===== config.mk =====
export PLATFORM = sky130hd
export DESIGN_NAME = mux4_scanner
export DESIGN_NICKNAME = d
export VERILOG_FILES = /design/src/rtl/mux4_pkg.sv /design/src/rtl/mux4_dwell_cnt.sv /design/src/rtl/mux4_scanner.sv
export SDC_FILE = /design/constraint.sdc
export NUM_CORES = 1
export LEC_CHECK = 0
export CORE_MARGIN = 2
export CORE_UTILIZATION = 30
export DETAILED_ROUTE_END_ITERATION = 16
export PLACE_DENSITY = 0.57
export SLEW_MARGIN = 5
export SYNTH_ARGS = -nofsm -noshare
export SYNTH_HDL_FRONTEND = slang
export SYNTH_SLANG_ARGS = --single-unit
export TNS_END_PERCENT = 30

===== constraint.sdc =====
create_clock -name CLK -period 1.4 [get_ports CLK]
set_clock_uncertainty 0.1 [all_clocks]
set_input_delay 0.21 -clock CLK [delete_from_list [all_inputs] [get_ports CLK]]
set_output_delay 0.21 -clock CLK [all_outputs]
set_load 0.03 [all_outputs]

===== src/rtl/mux4_pkg.sv =====
// Shared types and constants for the 4:1 mux channel scanner.
package mux4_pkg;

   typedef enum logic {
      IDLE = 1'b0,
      SCAN = 1'b1
   } state_e;

   localparam logic [1:0] CH_A = 2'd0;
   localparam logic [1:0] CH_B = 2'd1;
   localparam logic [1:0] CH_C = 2'd2;
   localparam logic [1:0] CH_D = 2'd3;

   localparam int unsigned DWELL_MAX = 255;

   // A dwell of 1 still needs a one-bit counter so term has something to compare.
   function automatic int unsigned cnt_width(input int unsigned dwell);
      return (dwell > 1) ? $clog2(dwell) : 1;
   endfunction

endpackage


===== src/rtl/mux4_dwell_cnt.sv =====
// Dwell up-counter: counts while enabled, clears on request, flags DWELL-1.
module mux4_dwell_cnt #(
   parameter int unsigned DWELL = 2,
   parameter int unsigned CW    = 1
) (
   input  logic clk_i,
   input  logic rst_ni,
   input  logic clr_i,
   input  logic en_i,
   output logic term_o
);

   localparam logic [CW-1:0] TERM = CW'(DWELL - 1);

   logic [CW-1:0] cnt_q, cnt_d;

   always_comb begin
      cnt_d = cnt_q;
      if (clr_i) begin
         cnt_d = '0;
      end else if (en_i) begin
         cnt_d = cnt_q + CW'(1);
      end
   end

   always_ff @(posedge clk_i or negedge rst_ni) begin
      if (!rst_ni) begin
         cnt_q <= '0;
      end else begin
         cnt_q <= cnt_d;
      end
   end

   assign term_o = (cnt_q == TERM);

endmodule


===== src/rtl/mux4_scanner.sv =====
// Steps the mux select through channels 0..3, samples Y after each dwell,
// and publishes the four samples together with a one-cycle DONE pulse.
module mux4_scanner
   import mux4_pkg::*;
#(
   parameter int unsigned DWELL = 2
) (
   input  logic       CLK,
   input  logic       RST_N,
   input  logic       START,
   input  logic       CONT,
   input  logic       Y,
   output logic       S0,
   output logic       S1,
   output logic       BUSY,
   output logic       DONE,
   output logic [3:0] Q
);

   localparam int unsigned CW = cnt_width(DWELL);

   state_e     state_q, state_d;
   logic [1:0] chan_q, chan_d;
   logic [2:0] shadow_q;
   logic [3:0] q_q;
   logic       done_q;
   logic       term;
   logic       cnt_clr;
   logic       cnt_en;
   logic       sample;
   logic       last;

   assign sample  = (state_q == SCAN) && term;
   assign last    = sample && (chan_q == CH_D);
   assign cnt_en  = (state_q == SCAN);
   assign cnt_clr = (state_q == IDLE) || term;

   mux4_dwell_cnt #(
      .DWELL (DWELL),
      .CW    (CW)
   ) u_dwell (
      .clk_i  (CLK),
      .rst_ni (RST_N),
      .clr_i  (cnt_clr),
      .en_i   (cnt_en),
      .term_o (term)
   );

   always_ff @(posedge CLK or negedge RST_N) begin
      if (!RST_N) begin
         state_q <= IDLE;
         chan_q  <= CH_A;
      end else begin
         state_q <= state_d;
         chan_q  <= chan_d;
      end
   end

   always_comb begin
      state_d = state_q;
      chan_d  = chan_q;
      case (state_q)
         IDLE: begin
            chan_d = CH_A;
            if (START) begin
               state_d = SCAN;
            end
         end
         SCAN: begin
            // Channel wraps 3->0 on its own at scan completion.
            if (term) begin
               chan_d = chan_q + 2'd1;
            end
            if (last && !CONT) begin
               state_d = IDLE;
            end
         end
         default: begin
            state_d = IDLE;
            chan_d  = CH_A;
         end
      endcase
   end

   always_comb begin
      BUSY     = (state_q == SCAN);
      {S1, S0} = chan_q;
      DONE     = done_q;
      Q        = q_q;
   end

   always_ff @(posedge CLK or negedge RST_N) begin
      if (!RST_N) begin
         shadow_q <= '0;
      end else begin
         for (int i = 0; i < 3; i++) begin
            if (sample && (chan_q == 2'(i))) begin
               shadow_q[i] <= Y;
            end
         end
      end
   end

   // Channel 3 bypasses the shadow so Q is loaded whole on the final sample.
   always_ff @(posedge CLK or negedge RST_N) begin
      if (!RST_N) begin
         q_q    <= '0;
         done_q <= 1'b0;
      end else begin
         done_q <= last;
         if (last) begin
            q_q <= {Y, shadow_q};
         end
      end
   end

endmodule


==> impl_metrics.tcl <==
set metrics [dict create \
    area_growth_pct 28.7 \
    yosys_register_bits 12 \
    die_width_microns 47.5 \
    via_count_of_the_first_global_routing_pass 339 \
    post_route_cells_drive_above_1_share_pct 36.4 \
    floorplan.initialDensity_pct 32.5 \
    leakage_nw 0.356 \
    rows 15 \
    worst_pin_slew_ns 0.332 \
    number_of_failing_hold_endpoints_at_the_final_stage 0 \
    critical_path.top_delay_family "buffers and inverters" \
    worst_skew_pair.late_latency_ns 0.27 \
    number_of_buffers_added_by_the_clock_tree_synthesis_step 3 \
    route.detailed.wl_per_inst_microns 11.0 \
    final_core_util_pct 41.8 \
    die_area_sq_um 2250 \
    grt_first_pass_wirelength_microns 1550 \
    post-dp-hpwl_microns 676 \
    rsz0062_at_grt "no" \
    grt.overflow.total 0 \
    ff2ff_setup_slack_ns 0.07 \
    clkSinkCount 12 \
    clock_tree.buffer_depth 2 \
    cap_violations 0 \
    syn_nets 49 \
    antenna_found_initial 0 \
    timing.setup.critical_path_class "reg -> out" \
    critical_path.n_buffers_inverters 1 \
    number_of_setup_violations_in_the_final_report 0 \
    routed-via-count 333 \
    syn_inst 40 \
    worst_ir_drop_vdd_mv 1.28 \
    min_period_ns 1.34 \
    layout_setup_ws_ns 0.0610 \
    fin_nets 65 \
    netlist_area_sq_um 567 \
    worst_path_max_fanout 2 \
    pre_cts_slack_ns 0.0717 \
    slew_viol_final 0 \
    synth_seq_area_share_pct 53.0 \
    run_status "complete, no violations" \
    yosysWarningCount 0 \
    reg2regPathDepth 3 \
    post_synth_num_cell_types 15 \
    ios 13 \
    critical_path.endpoint_type "output pin" \
    root_buffer "clkbuf_4" \
    drt-vias-per-instance 4.16 \
    drt_drc_violations_left 0 \
    drt_iter0_drc 0 \
    relSlewSlack_pct 77.8 \
    layout_worst_path_cycle_share_pct 95.6 \
    placeableCoreArea_sq_um 1750 \
    routed_wl_microns 883 \
    cp.arrival_ns 1.03 \
    critical_path.max_stage_delay_ns 0.40 \
    required_ns 1.09 \
    worstPathCellList "dlygate4sd2_1" \
    setup_total_negative_slack_ns 0 \
    final_antenna_net_count 0 \
    cts_tree "done" \
    path_clk_slew_ns 0.07 \
    numPortBuffers 12 \
    cts.hold.buffers_added 0 \
    antenna_cells 0 \
    groute.usage.overall_pct 10.6 \
    maxClockFrequency_ghz 0.747 \
    grt_max_degree 13 \
    crit_start_category "flop" \
    slowest_cell_on_the_critical_path "dlygate4sd2_1" \
    die_y_microns 47.5 \
    first_pass_iters 1 \
    hold_path.class "in -> async" \
    avgSynthCellArea_sq_um 14.2 \
    timing.critical_path.depth 1 \
    power-per-cell-area_nw_per_um2 2440 \
    finalWeightedCongestion 0.647 \
    cts-htree-levels 1 \
]
-- per-layer routing --
| metal | share of wire (%) | wire length [microns] | GRT usage (%) |
|---|---|---|---|
| met4 | 0 | 0 | 5.00 |
| met1 | 47 | 411 | 13.2 |
| met5 | 0 | 0 | 0 |
| met3 | 8.3 | 73 | 6.04 |
| met2 | 45 | 397 | 14.9 |
-- per-stage QoR --
step / instances / total power [mW] / hold slack [ns] / cell area [sq um]
after global routing: 80 / 1.92 / 0.157 / 729
after global placement: 76 / 1.56 / 0.394 / 698
after floorplan: 40 / 1.32 / -0.186 / 569
after detailed placement: 76 / 1.58 / 0.395 / 698
final: 80 / 1.78 / 0.140 / 729
after CTS: 80 / 1.81 / 0.130 / 728
-- where the power goes --
part / switching (mW) / internal (mW)
Sequential: 0.168 / 0.526
Combinational: 0.413 / 0.403
Clock: 0.109 / 0.158
Total: 0.690 / 1.09
-- logic make-up after synthesis --
| group | share of synthesized area (%) |
|---|---|
| xor+xnor | 1.55 |
| mux | 18.3 |
| flops | 53.0 |
| compound gates | 1.55 |
| buf+inv | 6.62 |
| simple gates | 10.2 |
| fa+ha+maj | 8.83 |
-- state kept, by name, summed over array words and instances (netlist names) --
register / cells
BUSY: 1
Q: 4
chan_q: 2
u_dwell.term_o: 1
shadow_q: 3
DONE: 1
-- cells in the final DEF, fill, tap and decap left out --
cell / Yosys / layout
clkbuf_4: 0 / 3
inv_1: 4 / 4
and2b_2: 1 / 1
nand3_1: 3 / 3
a41oi_1: 1 / 1
ha_1: 4 / 4
and2_1: 1 / 1
clkdlybuf4s50_1: 0 / 4
nand3_4: 1 / 1
xor2_1: 1 / 1
nor2b_1: 1 / 1
mux2_4: 4 / 4
dfrtp_2: 0 / 3
nor2_1: 1 / 1
dfrtp_1: 12 / 9
buf_4: 0 / 4
mux2_2: 3 / 3
clkbuf_8: 0 / 1
mux2i_1: 1 / 1
dlygate4sd2_1: 0 / 5
-- worst paths after layout --
kind / start / end
setup / recovery: Q[3]$_DFFE_PN0P_ / Q[3]
hold / removal: RST_N / DONE$_DFF_PN0_
setup reg to reg: chan_q[1]$_DFFE_PN0P_ / Q[3]$_DFFE_PN0P_
hold reg to reg: shadow_q[1]$_DFFE_PN0P_ / Q[1]$_DFFE_PN0P_
max in group asynchronous: RST_N / chan_q[0]$_DFFE_PN0P_
min in group CLK: START / BUSY$_DFF_PN0_
-- cell usage after synthesis --
library cell | number | area share [%]
a41oi_1 | 1 | 1.5
xor2_1 | 1 | 1.5
nand3_1 | 3 | 2.6
mux2_2 | 3 | 6.0
buf_6 | 2 | 4.0
ha_1 | 4 | 8.8
nor2_1 | 1 | 0.66
mux2i_1 | 1 | 1.8
and2_1 | 1 | 1.1
nand3_4 | 1 | 3.1
mux2_4 | 4 | 11
inv_1 | 4 | 2.6
nor2b_1 | 1 | 1.1
dfrtp_1 | 12 | 53
and2b_2 | 1 | 1.5
-- what timing repair did --
item / 4_1_cts / 5_1_grt
buffers inserted: 0 / 0
setup endpoints to repair: 5 / 1
gates resized for setup: 5 / 1
cloned: 0 / 0
-- final cells by class --
cell class / instances / area (sq um)
Fill cell: 178 / 1020
Inverter: 4 / 15.0
Tap cell: 25 / 31.3
Clock buffer: 4 / 36.3
Timing Repair Buffer: 13 / 114
Sequential cell: 12 / 304
Multi-Input combinational cell: 22 / 229
(Power assumes the default switching activity.)
